**config.mk**
```make
export PLATFORM = sky130hd
export DESIGN_NAME = stump_io_ctrl
export DESIGN_NICKNAME = d
export VERILOG_FILES = /design/src/rtl/stump_io_ctrl.sv
export SDC_FILE = /design/constraint.sdc
export NUM_CORES = 1
export LEC_CHECK = 0
export ABC_CLOCK_PERIOD_IN_PS = 4680
export CORE_ASPECT_RATIO = 1.5
export CORE_MARGIN = 2
export CORE_UTILIZATION = 40
export DETAILED_ROUTE_END_ITERATION = 10
export PLACE_DENSITY = 0.71
export SLEW_MARGIN = 10
export SYNTH_ARGS = -nofsm -noshare
export SYNTH_HDL_FRONTEND = slang
export SYNTH_SLANG_ARGS = --single-unit
```
**constraint.sdc**
```tcl
create_clock -name clk -period 4.68 [get_ports clk]
set_clock_uncertainty 0.1 [all_clocks]
set_input_delay 1.404 -clock clk [delete_from_list [all_inputs] [get_ports clk]]
set_output_delay 1.404 -clock clk [all_outputs]
set_load 0.02 [all_outputs]
```
**src/rtl/stump_io_ctrl.sv**
```systemverilog
// Purpose : memory-mapped I/O block on the Stump CPU bus (LED, switches, timer, TX FIFO).
// Latency : reads are combinational; writes land on the clock edge; switches see 2 edges of latency.
// Backpr. : TX FIFO drains over tx_valid/tx_ready; a push into a full FIFO is dropped and flags ovf.
//
// Ports
//   clk, rst            clock; synchronous active-low reset
//   address, wdata      CPU address and data_out
//   mem_wen, mem_ren    CPU write / read strobes
//   io_sel              address falls inside the 16-word window
//   io_rdata            read data, zero unless io_sel && mem_ren
//   sw_in               asynchronous switch inputs
//   led                 LED register
//   tx_data, tx_valid   FIFO head byte and non-empty flag
//   tx_ready            consumer takes the head this cycle
//
// Register map (address[3:0])
//   0 LED  RW | 1 SW R | 2 TIMER RW | 3 TCTRL {wrap(W1C),en} | 4 TXDATA W
//   5 TXSTAT {count[7:4], ovf(W1C)[2], empty[1], full[0]} | 6..15 read 0

module stump_io_ctrl #(
  parameter logic [15:0] IO_BASE    = 16'hFF00,
  parameter int          FIFO_DEPTH = 4,
  parameter int          PRESCALE   = 16,
  parameter int          LED_W      = 8,
  parameter int          SW_W       = 8
) (
  input  logic              clk,
  input  logic              rst,
  input  logic [15:0]       address,
  input  logic [15:0]       wdata,
  input  logic              mem_wen,
  input  logic              mem_ren,
  output logic              io_sel,
  output logic [15:0]       io_rdata,
  input  logic [SW_W-1:0]   sw_in,
  output logic [LED_W-1:0]  led,
  output logic [7:0]        tx_data,
  output logic              tx_valid,
  input  logic              tx_ready
);

  localparam int PTR_W = (FIFO_DEPTH > 1) ? $clog2(FIFO_DEPTH) : 1;
  localparam int CNT_W = PTR_W + 1;
  localparam int PRE_W = (PRESCALE > 1) ? $clog2(PRESCALE) : 1;

  localparam logic [PRE_W-1:0] PRE_LAST = PRE_W'(PRESCALE - 1);
  localparam logic [CNT_W-1:0] CNT_FULL = CNT_W'(FIFO_DEPTH);

  localparam logic [3:0] OFF_LED    = 4'd0;
  localparam logic [3:0] OFF_SW     = 4'd1;
  localparam logic [3:0] OFF_TIMER  = 4'd2;
  localparam logic [3:0] OFF_TCTRL  = 4'd3;
  localparam logic [3:0] OFF_TXDATA = 4'd4;
  localparam logic [3:0] OFF_TXSTAT = 4'd5;

  // ---------------------------------------------------------------------------
  // State
  // ---------------------------------------------------------------------------
  logic [LED_W-1:0] led_q,     led_d;
  logic [SW_W-1:0]  sw_meta_q, sw_sync_q;
  logic [15:0]      timer_q,   timer_d;
  logic [PRE_W-1:0] pre_q,     pre_d;
  logic             en_q,      en_d;
  logic             wrap_q,    wrap_d;
  logic             ovf_q,     ovf_d;
  logic [PTR_W-1:0] wp_q,      wp_d;
  logic [PTR_W-1:0] rp_q,      rp_d;
  logic [CNT_W-1:0] cnt_q,     cnt_d;
  logic [7:0]       mem_q [FIFO_DEPTH];

  // ---------------------------------------------------------------------------
  // Address decode
  // ---------------------------------------------------------------------------
  logic [3:0] off;
  logic       wr_en;
  logic       wr_led, wr_timer, wr_tctrl, wr_txdata, wr_txstat;

  assign io_sel    = (address[15:4] == IO_BASE[15:4]);
  assign off       = address[3:0];
  assign wr_en     = mem_wen && io_sel;
  assign wr_led    = wr_en && (off == OFF_LED);
  assign wr_timer  = wr_en && (off == OFF_TIMER);
  assign wr_tctrl  = wr_en && (off == OFF_TCTRL);
  assign wr_txdata = wr_en && (off == OFF_TXDATA);
  assign wr_txstat = wr_en && (off == OFF_TXSTAT);

  // ---------------------------------------------------------------------------
  // FIFO control: full/empty come from the registered count, so a push seen
  // while full is rejected even if the head pops on the same edge.
  // ---------------------------------------------------------------------------
  logic fifo_full, fifo_empty;
  logic push, pop, ovf_evt;

  assign fifo_full  = (cnt_q == CNT_FULL);
  assign fifo_empty = (cnt_q == '0);
  assign push       = wr_txdata && !fifo_full;
  assign ovf_evt    = wr_txdata &&  fifo_full;
  assign pop        = !fifo_empty && tx_ready;

  assign tx_valid = !fifo_empty;
  assign tx_data  = mem_q[rp_q];
  assign led      = led_q;

  always_comb begin
    wp_d  = wp_q;
    rp_d  = rp_q;
    cnt_d = cnt_q;
    if (push) wp_d = wp_q + PTR_W'(1);
    if (pop)  rp_d = rp_q + PTR_W'(1);
    case ({push, pop})
      2'b10:   cnt_d = cnt_q + CNT_W'(1);
      2'b01:   cnt_d = cnt_q - CNT_W'(1);
      default: cnt_d = cnt_q;
    endcase
  end

  // Overflow is sticky; a fresh overflow outranks a same-edge clear.
  always_comb begin
    ovf_d = ovf_q;
    if (ovf_evt)
      ovf_d = 1'b1;
    else if (wr_txstat && wdata[2])
      ovf_d = 1'b0;
  end

  // ---------------------------------------------------------------------------
  // Timer
  // ---------------------------------------------------------------------------
  logic tick, timer_inc, wrap_evt;

  assign tick      = en_q && (pre_q == PRE_LAST);
  // A CPU load of TIMER takes priority over the tick on the same edge.
  assign timer_inc = tick && !wr_timer;
  assign wrap_evt  = timer_inc && (timer_q == 16'hFFFF);

  always_comb begin
    pre_d = pre_q;
    if (wr_timer)
      pre_d = '0;
    else if (en_q)
      pre_d = tick ? '0 : pre_q + PRE_W'(1);
  end

  always_comb begin
    timer_d = timer_q;
    if (wr_timer)
      timer_d = wdata;
    else if (timer_inc)
      timer_d = timer_q + 16'd1;
  end

  always_comb begin
    en_d   = wr_tctrl ? wdata[0] : en_q;
    wrap_d = wrap_q;
    // Hardware setting wrap wins over a same-edge write-1-to-clear.
    if (wrap_evt)
      wrap_d = 1'b1;
    else if (wr_tctrl && wdata[1])
      wrap_d = 1'b0;
  end

  always_comb begin
    led_d = wr_led ? wdata[LED_W-1:0] : led_q;
  end

  // ---------------------------------------------------------------------------
  // Read mux (reflects pre-write state when wen and ren coincide)
  // ---------------------------------------------------------------------------
  always_comb begin
    io_rdata = '0;
    if (io_sel && mem_ren) begin
      case (off)
        OFF_LED:    io_rdata[LED_W-1:0] = led_q;
        OFF_SW:     io_rdata[SW_W-1:0]  = sw_sync_q;
        OFF_TIMER:  io_rdata            = timer_q;
        OFF_TCTRL:  io_rdata[1:0]       = {wrap_q, en_q};
        OFF_TXSTAT: begin
          io_rdata[0]   = fifo_full;
          io_rdata[1]   = fifo_empty;
          io_rdata[2]   = ovf_q;
          io_rdata[7:4] = 4'(cnt_q);
        end
        default:    io_rdata = '0;
      endcase
    end
  end

  // ---------------------------------------------------------------------------
  // Registers
  // ---------------------------------------------------------------------------
  always_ff @(posedge clk) begin
    if (!rst) begin
      led_q     <= '0;
      sw_meta_q <= '0;
      sw_sync_q <= '0;
      timer_q   <= '0;
      pre_q     <= '0;
      en_q      <= 1'b0;
      wrap_q    <= 1'b0;
      ovf_q     <= 1'b0;
      wp_q      <= '0;
      rp_q      <= '0;
      cnt_q     <= '0;
    end else begin
      led_q     <= led_d;
      sw_meta_q <= sw_in;
      sw_sync_q <= sw_meta_q;
      timer_q   <= timer_d;
      pre_q     <= pre_d;
      en_q      <= en_d;
      wrap_q    <= wrap_d;
      ovf_q     <= ovf_d;
      wp_q      <= wp_d;
      rp_q      <= rp_d;
      cnt_q     <= cnt_d;
    end
  end

  // Storage needs no reset: the count gates visibility of every entry.
  always_ff @(posedge clk) begin
    if (rst && push)
      mem_q[wp_q] <= wdata[7:0];
  end

endmodule

```
[Word level (Yosys, flattened, before mapping)]
Memories as Yosys holds them, arrays and structs flattened. A register that Yosys moved wholly into a read port is not among the register bits.
Index checks and enable logic that the tools add are counted.
Storage, ports and cells
  register bits after elaboration: 54
  latch bits: 0
  RAM bits: 32
  ROM bits: 0
  input port bits: 45
  output and inout bits: 34
  logic and storage cells: 74
  memories kept: 1
Memory list
  mem_q: words 4, bits a word 8, rd ports 1, clocked after Yosys merged registers in 1, write ports 1, RTL line 69  | logic [7:0] mem_q [FIFO_DEPTH];
Cells by class
  add/sub/neg operators: 6
  multiply operators: 0
  div/mod/pow operators: 0
  order comparisons: 0
  eq/ne operators: 11
  shift-type cells: 0
  mux-type cells: 18
  bitwise logic cells: 1
  reductions and logical operators: 26
Operators by type and width (number)
  2-to-1 mux 16 bit: 3
  adder 16 x 1 -> 16 bit (second input constant): 1
  == test 16 bit (second input constant): 1
  logical AND 1 bit: 16
  one-hot mux 4 bit (4 select lines): 1
  == test 12 bit (second input constant): 1
  one-hot mux 2 bit (5 select lines): 1
  == test 4 x 2 -> 1 bit (second input constant): 2
  == test 4 x 3 -> 1 bit (second input constant): 2
  2-to-1 mux 8 bit: 1
  nonzero test 2 bit: 4
  2-to-1 mux 1 bit: 6
  one-hot mux 3 bit (2 select lines): 1
  adder 2 x 1 -> 2 bit (second input constant): 2
  adder 4 x 1 -> 4 bit (second input constant): 1
  == test 4 x 1 -> 1 bit (second input constant): 1
  == test 4 bit (second input constant): 1
  logical NOT 4 bit: 1
  2-to-1 mux 2 bit: 2
  2-to-1 mux 4 bit: 1
  one-hot mux 1 bit (4 select lines): 1
  adder 3 x 1 -> 3 bit (second input constant): 1
  == test 3 bit (second input constant): 1
  logical NOT 1 bit: 3
  other kinds (7): 7

[Longest topological paths before layout]
  depth in word-level cells: 7
  gate-level depth with buffers: 11

[Least setup slack after synthesis]
Ideal clock, no wire load.
  kind: input port to output port
  from: input address[6]
  to: output io_rdata[7]
  arrival time: 2980 ps
  data required time: 3176 ps
  path slack: 196 ps
  cell stages on the path: 5
  cells stage by stage: nand4bb_1 nor2_1 nand4b_1 or3_4 nor4_1
On the way
  longest elaborated chain between the ends: 3
Ends and longest elaborated chain
  from (decl): RTL line 29  | input logic [15:0] address,
  == test 12 bit: RTL line 78  | assign io_sel = (address[15:4] == IO_BASE[15:4]);
  logical AND 1 bit: RTL line 171  | if (io_sel && mem_ren) begin
  2-to-1 mux 16 bit: RTL line 171
  to (decl): RTL line 34  | output logic [15:0] io_rdata,
Every way passes these cells.

[Worst setup path in the final report]
  from: input address[1]
  to: output io_rdata[1]
On the way
  longest elaborated chain between the ends: 3
Ends and longest elaborated chain
  == test 4 x 3 -> 1 bit, or another cell as far along: RTL line 172  | case (off)
  one-hot mux 2 bit (5 select lines) *: RTL line 172
  2-to-1 mux 16 bit *: RTL line 171
Mark *: on every way between the ends. The rest lies on a longest branch, timed or not.

==> results.sh <==
export IMPL_critPathRequiredTime_ns=3.18
export IMPL_synth_net_count=418
export IMPL_die_width_um=85.86
export IMPL_drv_cap=0
export IMPL_ys_ff_latch=88
export IMPL_dp_slack_ns=-0.4576
export IMPL_violations="design-rule violations"
export IMPL_insertion_delay_ns=0.34
export IMPL_period_minus_slack_ns=4.619
export IMPL_fin_crit_sh_pct=98.71
export IMPL_cts_buffer_depth=2
export IMPL_die_h_um=126.8
export IMPL_whs_ns=0.3339
export IMPL_drv_slew=0
export IMPL_peakVddDrop_mv=0.2049
export IMPL_grt_pass1_vias=3012
export IMPL_synth_top_area_share_pct=27.89
export IMPL_antennaDiodeCount=0
export IMPL_via_per_inst=5.276
export IMPL_drt_total_wl_mm=9.051
export IMPL_path_clk_slew_ns=0.06
export IMPL_die_area_um2=10880
export IMPL_area_growth_pct=33.55
export IMPL_drive_gt1_share_pct=16.88
export IMPL_tightest_slew_ns=0.5399
export IMPL_finalHoldViolations=0
export IMPL_yosys_cell_types_count=49
export IMPL_reg2reg_from="cnt_q[1]"
export IMPL_cts_buffers=9
export IMPL_yosys_warnings=0
export IMPL_dp_cells=561
export IMPL_power_total_mw=1.571
export IMPL_core_area_um2=9744
export IMPL_dp_hpwl_mm=6.733
export IMPL_syn_inst=365
export IMPL_critPathLaunchType="input port"
export IMPL_slew_headroom_pct=63.96
export IMPL_grt_remaining_overflow=0
export IMPL_portBuffers=78
export IMPL_hp_class="flop to flop"
export IMPL_finalWorstSetupSlack_ns=0.06052
export IMPL_leakagePower_nw=2.031
export IMPL_cp_arrival_ns=3.12
export IMPL_crit_type="input port to primary output"
export IMPL_ys_seq_area_share_pct=51.79
export IMPL_cts_root_buffer="clkbuf_16"
export IMPL_status="finished with violations"
export IMPL_num_io_pins=79
export IMPL_rows=44
export IMPL_cp_startpoint="address[1]"
export IMPL_drt_iter0_markers=145
export IMPL_worstPathMaxFanout=7
export IMPL_drc=5
export IMPL_firstDrtPassIters=8
export IMPL_grt_max_degree=53
export IMPL_cts_tree="built"
export IMPL_synth_area_per_cell_um2=11.01
export IMPL_clock_sinks=88
export IMPL_grtUsageTotal_pct=17.29
export IMPL_gp_congestion=0.8300
export IMPL_drtAntennaViolNets=0
export IMPL_fmaxAchievable_ghz=0.2165
export IMPL_grt_pass1_wl_mm=14.48
export IMPL_fillers=838
export IMPL_crit_path_end_kind="primary output"
export IMPL_p_per_area_nw_per_um2=292.7
export IMPL_vias=3044
export IMPL_synthTopCellsByArea="dfxtp_1, edfxtp_1, and2_1"
export IMPL_cts_hold_buf=0
export IMPL_hp_start="sw_meta_q[7]"
export IMPL_nNetsFinal=510
export IMPL_fin_util_pct=55.10
export IMPL_antenna_found_initial=0
export IMPL_instances_no_fill=577
export IMPL_htree_levels=3
export IMPL_post_cts_buffers=0
export IMPL_syn_cell_area_um2=4020
export IMPL_avgRoutedWirePerCell_um=15.69
export IMPL_setup_viol=0
export IMPL_initial_core_util_pct=41.26
export IMPL_yosys_area_top_type="dfxtp_1"
final timing paths:
check	end	slack, ns	cells after the start
max	io_rdata[1]	0.06	7
min	sw_sync_q[7]	0.33	1
max reg2reg	cnt_q[2]	2.26	10
min reg2reg	sw_sync_q[7]	0.33	1
cell usage in the layout, fill, tap and decap left out, types with 10 or more instances in the layout:
| cell type | n |
|---|---|
| buf_4 | 23 |
| inv_1 | 10 |
| a21oi_1 | 18 |
| clkdlybuf4s50_1 | 54 |
| dfxtp_1 | 56 |
| o21ai_0 | 18 |
| nor2_1 | 11 |
| dlygate4sd2_1 | 11 |
| nand2_1 | 38 |
| and2_1 | 33 |
| xnor2_1 | 12 |
| a21boi_0 | 10 |
| edfxtp_1 | 32 |
cell type report:
cell class / instances / area (um2) / area share (%)
sequential: 88 / 2082 / 38.78
clock inverter: 5 / 40.04 / 0.7457
inverter: 10 / 37.54 / 0.6991
multi-input combinational: 248 / 1867 / 34.77
clock buffer: 11 / 252.7 / 4.708
tap: 115 / 143.9 / 2.680
timing repair buffer: 100 / 945.9 / 17.62
state kept, by name (all words and copies together) (netlist names), named ones only:
signal,flops
mem_q,32
timer_q,16
led,8
sw_meta_q,8
sw_sync_q,8
pre_q,4
cnt_q,3
rp_q,2
wp_q,2
en_q,1
ovf_q,1
wrap_q,1
logic make-up (layout without fill, tap and decap cells):
| kind of cell | count (synthesis) | in the layout | share of synthesized area, % |
|---|---|---|---|
| XOR/XNOR | 21 | 21 | 4.575 |
| buffers and inverters | 29 | 126 | 3.392 |
| adder cells (fa/ha/maj) | 8 | 8 | 2.677 |
| multiplexers | 19 | 19 | 7.594 |
| AO/OA/AOI/OAI | 59 | 59 | 9.088 |
| AND/OR/NAND/NOR | 141 | 141 | 20.88 |
| flip-flops | 88 | 88 | 51.79 |
worst max-delay path: stages:
cell and delay (ns):
clkdlybuf4s50_1 0.51, buf_4 0.19, nor3b_2 0.07, and2_1 0.20, a222oi_1 0.34, nor2_1 0.07
dlygate4sd2_1 0.33
timing repair:
item / in CTS / in global routing
gates resized for setup: 37 / 23
endpoints found under the hold margin: 0 / 0
gates cloned: 0 / 0
setup endpoints to repair: 16 / 16
pin swaps: 1 / 5
per-stage QoR:
step                setup TNS [ns]  cell area (um2)
floorplan                        0             4020
global placement            -5.056             5011
detailed placement          -5.222             5011
CTS                              0             5281
global route              -0.03489             5369
finish                           0             5369
synthesized netlist by cell type, drive strengths merged:
cell	number
or3	3
dfxtp	56
mux4	9
inv	10
nor3	6
edfxtp	32
o21ai	18
o2bb2ai	1
nand2	38
nand3b	1
a22oi	5
nand2b	1
clkbuf	6
xor2	9
nor2	13
nor4b	1
nor3b	2
and2	34
mux2	2
nand4	7
a21oi	19
a221oi	1
a21boi	10
mux2i	8
and4	3
and4b	1
nor4	4
o211a	4
a222oi	1
ha	7
nand4bb	1
fa	1
buf	13
nand4b	3
nor2b	6
nand3	8
and3	9
xnor2	12
power by group:
group	switching, mW	internal, mW
clock network	0.295	0.391
registers	0.00137	0.798
logic	0.0351	0.0509
routing by layer:
layer	vias up	routed length (um)	track usage, %
li1	1482	-	-
met1	1456	3573	18.68
met2	89	4728	31.07
met3	17	458	3.969
met4	0	291	8.683
met5	-	0	0
(Power assumes the default switching activity.)
